$ cat src/rtl/la_pkg.sv
// Shared logic-analyzer definitions: capture FSM states and default geometry.
package la_pkg;

    typedef enum logic [1:0] {
        IDLE = 2'd0,
        CAPT = 2'd1,
        POST = 2'd2,
        DONE = 2'd3
    } cap_state_t;

    localparam int LA_ENTRIES = 32'd384;
    localparam int LA_AW      = 32'd9;
    localparam int LA_NCH     = 32'd5;

endpackage

$ cat src/rtl/circ_addr_cnt.sv
// Circular RAM write-address counter: clears to 0, wraps ENTRIES-1 -> 0,
// and exposes the address of the most recent write as prev.
module circ_addr_cnt
    import la_pkg::*;
#(
    parameter int ENTRIES = LA_ENTRIES,
    parameter int AW      = LA_AW
) (
    input  logic          clk,
    input  logic          rst,
    input  logic          clear,
    input  logic          inc,
    output logic [AW-1:0] cur,
    output logic [AW-1:0] prev
);

    localparam logic [AW-1:0] ADDR_LAST = AW'(ENTRIES - 1);
    localparam logic [AW-1:0] ADDR_ZERO = {AW{1'b0}};
    localparam logic [AW-1:0] ADDR_ONE  = {{(AW-1){1'b0}}, 1'b1};

    logic [AW-1:0] cur_r;
    logic [AW-1:0] prev_s;

    // Address register: clear has priority over increment, increment wraps at the last entry.
    always_ff @(posedge clk) begin
        if (rst) begin
            cur_r <= ADDR_ZERO;
        end else if (clear) begin
            cur_r <= ADDR_ZERO;
        end else if (inc) begin
            cur_r <= (cur_r == ADDR_LAST) ? ADDR_ZERO : (cur_r + ADDR_ONE);
        end else begin
            cur_r <= cur_r;
        end
    end

    // Previous address with wrap, i.e. where the last write landed.
    always_comb begin
        if (cur_r == ADDR_ZERO) begin
            prev_s = ADDR_LAST;
        end else begin
            prev_s = cur_r - ADDR_ONE;
        end
    end

    assign cur  = cur_r;
    assign prev = prev_s;

endmodule

$ cat src/rtl/capture_ctrl.sv
// Capture sequencer: fills the circular capture RAM, arms the channel trigger
// blocks once enough pre-trigger samples are stored, counts post-trigger
// samples and reports completion with the final write address.
module capture_ctrl
    import la_pkg::*;
#(
    parameter int ENTRIES = LA_ENTRIES,
    parameter int AW      = LA_AW,
    parameter int NCH     = LA_NCH
) (
    input  logic           clk,
    input  logic           rst,
    input  logic           en_smpl,
    input  logic           run,
    input  logic           clr_done,
    input  logic [AW-1:0]  trig_posn,
    input  logic [NCH-1:0] chan_trig,
    input  logic           prot_trig,
    output logic           set_armed,
    output logic           we,
    output logic [AW-1:0]  waddr,
    output logic           triggered,
    output logic           capture_done,
    output logic [AW-1:0]  last_addr
);

    localparam logic [AW-1:0] ENT_MAX   = AW'(ENTRIES - 1);
    localparam logic [AW:0]   ENT_CNT   = (AW + 1)'(ENTRIES);
    localparam logic [AW-1:0] CNT_ZERO  = {AW{1'b0}};
    localparam logic [AW-1:0] CNT_ONE   = {{(AW-1){1'b0}}, 1'b1};
    localparam logic [AW:0]   SCNT_ZERO = {(AW+1){1'b0}};
    localparam logic [AW:0]   SCNT_ONE  = {{AW{1'b0}}, 1'b1};

    cap_state_t    state_r, state_nxt_s;
    logic [AW:0]   smpl_cnt_r, smpl_cnt_nxt_s;
    logic [AW-1:0] post_cnt_r, post_cnt_nxt_s;
    logic [AW-1:0] posn_l_r, posn_l_nxt_s;
    logic [AW-1:0] last_addr_r, last_addr_nxt_s;
    logic          armed_r, armed_nxt_s;
    logic          trig_r, trig_nxt_s;
    logic          done_r, done_nxt_s;
    logic          addr_clr_s, addr_inc_s;
    logic          we_s;
    logic          trig_raw_s;
    logic [AW-1:0] cur_addr_s, prev_addr_s;
    logic [AW-1:0] posn_clamp_s;
    logic [AW:0]   arm_sum_s;

    circ_addr_cnt #(
        .ENTRIES (ENTRIES),
        .AW      (AW)
    ) u_addr (
        .clk   (clk),
        .rst   (rst),
        .clear (addr_clr_s),
        .inc   (addr_inc_s),
        .cur   (cur_addr_s),
        .prev  (prev_addr_s)
    );

    assign trig_raw_s = (&chan_trig) & prot_trig;
    assign arm_sum_s  = smpl_cnt_r + {1'b0, posn_l_r};

    // Post-trigger count cannot exceed the RAM depth minus one sample.
    always_comb begin
        if ({1'b0, trig_posn} >= ENT_CNT) begin
            posn_clamp_s = ENT_MAX;
        end else begin
            posn_clamp_s = trig_posn;
        end
    end

    // RAM write strobe: only while filling; a zero post count means no post writes at all.
    always_comb begin
        if (state_r == CAPT) begin
            we_s = en_smpl;
        end else if ((state_r == POST) && (posn_l_r != CNT_ZERO)) begin
            we_s = en_smpl;
        end else begin
            we_s = 1'b0;
        end
    end

    // Next-state and counter logic; run restarts the capture from any state.
    always_comb begin
        state_nxt_s     = state_r;
        smpl_cnt_nxt_s  = smpl_cnt_r;
        post_cnt_nxt_s  = post_cnt_r;
        posn_l_nxt_s    = posn_l_r;
        last_addr_nxt_s = last_addr_r;
        armed_nxt_s     = 1'b0;
        trig_nxt_s      = trig_r;
        done_nxt_s      = 1'b0;
        addr_clr_s      = 1'b0;
        addr_inc_s      = 1'b0;
        if (run) begin
            state_nxt_s    = CAPT;
            smpl_cnt_nxt_s = SCNT_ZERO;
            post_cnt_nxt_s = CNT_ZERO;
            posn_l_nxt_s   = posn_clamp_s;
            trig_nxt_s     = 1'b0;
            addr_clr_s     = 1'b1;
        end else begin
            case (state_r)
                IDLE: begin
                    state_nxt_s = IDLE;
                end
                CAPT: begin
                    if (en_smpl) begin
                        addr_inc_s = 1'b1;
                        if (smpl_cnt_r == ENT_CNT) begin
                            smpl_cnt_nxt_s = smpl_cnt_r;
                        end else begin
                            smpl_cnt_nxt_s = smpl_cnt_r + SCNT_ONE;
                        end
                    end else begin
                        smpl_cnt_nxt_s = smpl_cnt_r;
                    end
                    if (armed_r && trig_raw_s) begin
                        state_nxt_s    = POST;
                        post_cnt_nxt_s = CNT_ZERO;
                        trig_nxt_s     = 1'b1;
                        armed_nxt_s    = 1'b1;
                    end else begin
                        armed_nxt_s = (arm_sum_s >= ENT_CNT);
                    end
                end
                POST: begin
                    if (posn_l_r == CNT_ZERO) begin
                        state_nxt_s     = DONE;
                        last_addr_nxt_s = prev_addr_s;
                        done_nxt_s      = 1'b1;
                    end else if (en_smpl) begin
                        addr_inc_s = 1'b1;
                        if ((post_cnt_r + CNT_ONE) == posn_l_r) begin
                            state_nxt_s     = DONE;
                            last_addr_nxt_s = cur_addr_s;
                            done_nxt_s      = 1'b1;
                        end else begin
                            post_cnt_nxt_s = post_cnt_r + CNT_ONE;
                            armed_nxt_s    = 1'b1;
                        end
                    end else begin
                        armed_nxt_s = 1'b1;
                    end
                end
                DONE: begin
                    if (clr_done) begin
                        state_nxt_s     = IDLE;
                        trig_nxt_s      = 1'b0;
                        last_addr_nxt_s = CNT_ZERO;
                        addr_clr_s      = 1'b1;
                    end else begin
                        done_nxt_s = 1'b1;
                    end
                end
                default: begin
                    state_nxt_s = IDLE;
                end
            endcase
        end
    end

    // State, counters and registered outputs.
    always_ff @(posedge clk) begin
        if (rst) begin
            state_r     <= IDLE;
            smpl_cnt_r  <= SCNT_ZERO;
            post_cnt_r  <= CNT_ZERO;
            posn_l_r    <= CNT_ZERO;
            last_addr_r <= CNT_ZERO;
            armed_r     <= 1'b0;
            trig_r      <= 1'b0;
            done_r      <= 1'b0;
        end else begin
            state_r     <= state_nxt_s;
            smpl_cnt_r  <= smpl_cnt_nxt_s;
            post_cnt_r  <= post_cnt_nxt_s;
            posn_l_r    <= posn_l_nxt_s;
            last_addr_r <= last_addr_nxt_s;
            armed_r     <= armed_nxt_s;
            trig_r      <= trig_nxt_s;
            done_r      <= done_nxt_s;
        end
    end

    assign set_armed    = armed_r;
    assign we           = we_s;
    assign waddr        = cur_addr_s;
    assign triggered    = trig_r;
    assign capture_done = done_r;
    assign last_addr    = last_addr_r;

endmodule

$ cat config.mk
export PLATFORM = sky130hd
export DESIGN_NAME = capture_ctrl
export DESIGN_NICKNAME = d
export VERILOG_FILES = /design/src/rtl/la_pkg.sv /design/src/rtl/circ_addr_cnt.sv /design/src/rtl/capture_ctrl.sv
export SDC_FILE = /design/constraint.sdc
export NUM_CORES = 1
export LEC_CHECK = 0
export BUFFER_PORTS_ARGS = -buffer_cell sky130_fd_sc_hd__buf_2
export CORE_MARGIN = 2
export CORE_UTILIZATION = 55
export CTS_BUF_LIST = sky130_fd_sc_hd__clkbuf_4
export DETAILED_ROUTE_END_ITERATION = 10
export MAX_ROUTING_LAYER = met4
export PLACE_DENSITY_LB_ADDON = 0.05
export SETUP_SLACK_MARGIN = 0.1
export SYNTH_ARGS = -nofsm -noshare
export SYNTH_HDL_FRONTEND = slang
export SYNTH_HIERARCHICAL = 1
export SYNTH_SLANG_ARGS = --single-unit
$ cat constraint.sdc
create_clock -name clk -period 2.8 [get_ports clk]
set_input_delay 0.56 -clock clk [delete_from_list [all_inputs] [get_ports clk]]
set_output_delay 0.56 -clock clk [all_outputs]
set_load 0.005 [all_outputs]
==> summary.txt <==
Floorplan
  • Cell Rows: 28
  • Die Height: 82.3 µm
  • Core area: 5920 µm²
  • IO Count: 42
  • Die area: 6780 µm²
  • Horiz. Die Dim: 82.3 µm
  • Initial Util: 57.0%

Final layout
  • Fill cells: 563
  • Antenna diode count: 0
  • P&R area growth vs syn: 9.05%
  • Share of layout cells above drive strength 1: 19.3%
  • Most common cell after layout, fill and taps aside: dfxtp_1
  • Final Net Count: 474
  • Commonest cells after routing, fill and taps aside: dfxtp_1 (51), nor2_1 (49), buf_2 (41)

Synth
  • Ys async rst share: 0%
  • Synth Area in Simple Gates: 27.1%
  • Synthesis-stage register bit count: 51
  • Synth Instances: 403
  • Area fraction in compound gates after synthesis: 15.1%
  • Synth cell types: 63
  • Syn. warnings: 6
  • Synth Area in Adders: 6.90%
  • Mux share of post-synthesis cell area: 8.49%
  • Synth Net Count: 441
  • Post-synth EDFFs: 0
  • Syn_area_per_cell: 8.37 µm²
  • Area of the mapped netlist: 3370 µm²
  • Sequential fraction of the synthesis area: 30.3%
  • Primary FF master, synth: dfxtp_1
  • Largest family of logic cells by synthesized area: simple AND/OR/NAND/NOR gates
  • Post-Synth XOR/XNOR Area: 6.75%

Clock tree
  • Clk sinks: 51
  • CTS Buffer Depth: 2
  • TritonCTS clock tree: built
  • Worst skew pair latency: 0.37 ns
  • Clk root buf: clkbuf_4
  • Num CTS Buffers: 5
  • H-tree Lvls: 2
  • Clock transition at path regs: 0.14 ns
  • Post-CTS setup buffers: 0

Worst setup path
  • Setup crit end kind: flip-flop
  • WP data arrival: 2.74 ns
  • Crit-path cells: ha_2 -> nand2_1 -> nor2_1 -> xnor2_1 -> nor3_2 -> nand3_2 -> a211o_2 -> mux2_4
  • Worst R2R Path Depth: 8
  • Max incr delay on CP: 0.48 ns
  • Reg2reg setup slack: 0.33 ns
  • CP max stage cell: a211o_2
  • CP Class: flip-flop to flip-flop
  • WP data required: 3.07 ns
  • Max FO, Critical Path: 9
  • R2R Path Start: post_cnt_r[0]$_SDFFE_PP0P_
  • Worst setup SP type: flip-flop
  • RR Endpoint: last_addr[8]$_SDFFE_PP0P_

Timing
  • Fmax: 405 MHz
  • Setup TNS: 0 ns
  • Final Hold Slack: 0.460 ns
  • Fin. max-slew vios: 0
  • Worst rel slew slack: 69.8%
  • Final critical-path share of the clock period: 88.3%
  • RSZ-0062 raised after global routing: no
  • Final setup fails: 0
  • Min Tclk post-route: 2.47 ns
  • Fin. Hold Viols: 0
  • Slew @ Worst Pin: 0.452 ns
  • Setup Skew: 0.0158 ns

Route
  • Routed wire per std cell: 15.0 µm
  • Vias: 2916
  • Via density per instance: 5.72
  • Post-DRT Antenna Nets: 0
  • Starting DRC count in detailed routing: 136
  • Residual DRC count: 0
  • Final WL: 7630 µm
  • Number of iterations in the first detailed-routing pass: 4

Min path
  • Cells on Worst Hold Path: 3
  • HP Start: trig_posn[7]
  • Min-Delay Path Class: input pin to flip-flop
  • Hold path endpoint: posn_l_r[7]$_SDFFE_PP0P_

Pwr
  • Pwr dens: 344 nW/µm²
  • Worst VDD drop: 209 µV
  • Leak: 1.57 nW

GRT
  • Vias in the first global route: 2677
  • Grt ovf: 0
  • Gr usage total: 25.0%
  • Largest net degree at the start of global routing: 25
  • First-pass GRT wire length: 12800 µm
  • Initial antenna violation count: 0

Run status
  • Status: finished, final reports clean

Place
  • GP Congestion: 0.864
  • DP HPWL: 5620 µm
  • Port Buffers: 41

Run
  • Max cap viols: 0
## synthesized netlist by cell type (4+ instances only)
cell type / instances / area (µm²)
a21oi_1: 15 / 75.1
nand2_1: 24 / 90.1
o21ai_0: 9 / 45.0
inv_1: 15 / 56.3
dfxtp_1: 51 / 1020
nor2b_1: 10 / 62.6
mux2_4: 9 / 135
xnor2_1: 14 / 123
nand3b_1: 5 / 37.5
nor2_1: 49 / 184
nand3_1: 20 / 100
o22ai_1: 4 / 25.0
ha_1: 17 / 213
and2_1: 4 / 25.0
xor2_1: 12 / 105
buf_2: 4 / 20.0
o31ai_1: 4 / 30.0
a21o_1: 6 / 45.0
and3_1: 4 / 25.0
nor3_1: 13 / 65.1
nand2b_1: 6 / 37.5
a211o_1: 4 / 35.0
clkbuf_1: 15 / 56.3
a211oi_1: 8 / 60.1
nand4_1: 10 / 62.6
mux2i_1: 14 / 140
or3_1: 6 / 37.5
## flip-flops by register name, indices dropped and copies added (netlist names)
signal / flops
posn_l_r: 9
smpl_cnt_r: 10
set_armed: 1
last_addr: 9
capture_done: 1
triggered: 1
u_addr/cur: 9
state_r: 2
post_cnt_r: 9
## critical path: cells and delay by family, from the launching register on
family | cells | cell delay [ns]
multiplexers | 1 | 0.33
adder cells (fa/ha/maj) | 1 | 0.30
XOR/XNOR | 1 | 0.11
AO/OA/AOI/OAI | 1 | 0.48
AND/OR/NAND/NOR | 4 | 0.67
flip-flops | 1 | 0.47
## power breakdown
part	internal, mW	switching, mW
clock	0.0998	0.227
combinational	0.0777	0.106
sequential	0.739	0.0184
total	0.916	0.351
## repair_timing
item	in CTS	in global routing
hold buffers	0	0
resized for setup	0	3
setup endpoints to repair	0	12
endpoints found under the hold margin	0	0
## how the worst max path moves through the flow
stage | slack (ns) | end | cells past startpoint | start
after CTS | 0.20 | last_addr[7]$_SDFFE_PP0P_ | 8 | post_cnt_r[0]$_SDFFE_PP0P_
after detailed placement | 0.24 | last_addr[7]$_SDFFE_PP0P_ | 8 | post_cnt_r[0]$_SDFFE_PP0P_
after floorplan | 0.46 | u_addr/cur[8]$_SDFFE_PP0P_ | 10 | state_r[0]$_SDFFE_PP0P_
after global routing | 0.12 | last_addr[2]$_SDFFE_PP0P_ | 8 | post_cnt_r[0]$_SDFFE_PP0P_
after global placement | 0.28 | last_addr[2]$_SDFFE_PP0P_ | 8 | post_cnt_r[0]$_SDFFE_PP0P_
final | 0.33 | last_addr[8]$_SDFFE_PP0P_ | 8 | post_cnt_r[0]$_SDFFE_PP0P_
## kinds of logic (layout without fill, tap and decap cells)
logic type	Yosys count	after routing
flip-flops	51	51
buffers and inverters	40	72
adder cells (fa/ha/maj)	18	18
XOR/XNOR	26	26
multiplexers	24	24
AND/OR/NAND/NOR	171	171
AO/OA/AOI/OAI	73	73
## cell type report
class | instances | area, µm² | share of cell area, %
Timing Repair Buffer | 51 | 280 | 7.62
Clock buffer | 6 | 45.0 | 1.22
Sequential cell | 51 | 1020 | 27.7
Multi-Input combinational cell | 312 | 2180 | 59.3
Inverter | 15 | 56.3 | 1.53
Tap cell | 75 | 93.8 | 2.55
## routing by layer
layer  track usage (%)  wire length (µm)
met1              31.5              3720
met2              40.5              3560
met3              4.46               254
met4              8.17                91
met5                 -                 0
## metrics by stage
| stage | instances | worst slack (ns) | power (mW) | area, µm² | util [%] |
|---|---|---|---|---|---|
| 2_1_floorplan | 403 | 0.459 | 0.897 | 3370 | - |
| 3_3_place_gp | 504 | 0.281 | 0.952 | 3620 | 61.2 |
| 3_5_place_dp | 504 | 0.243 | 0.955 | 3620 | 61.2 |
| 4_1_cts | 510 | 0.202 | 1.27 | 3670 | 62.0 |
| 5_1_grt | 510 | 0.116 | 1.32 | 3680 | 62.2 |
| 6_report | 510 | 0.328 | 1.27 | 3680 | 62.2 |
Note: power is estimated with default switching activity, not from simulation.
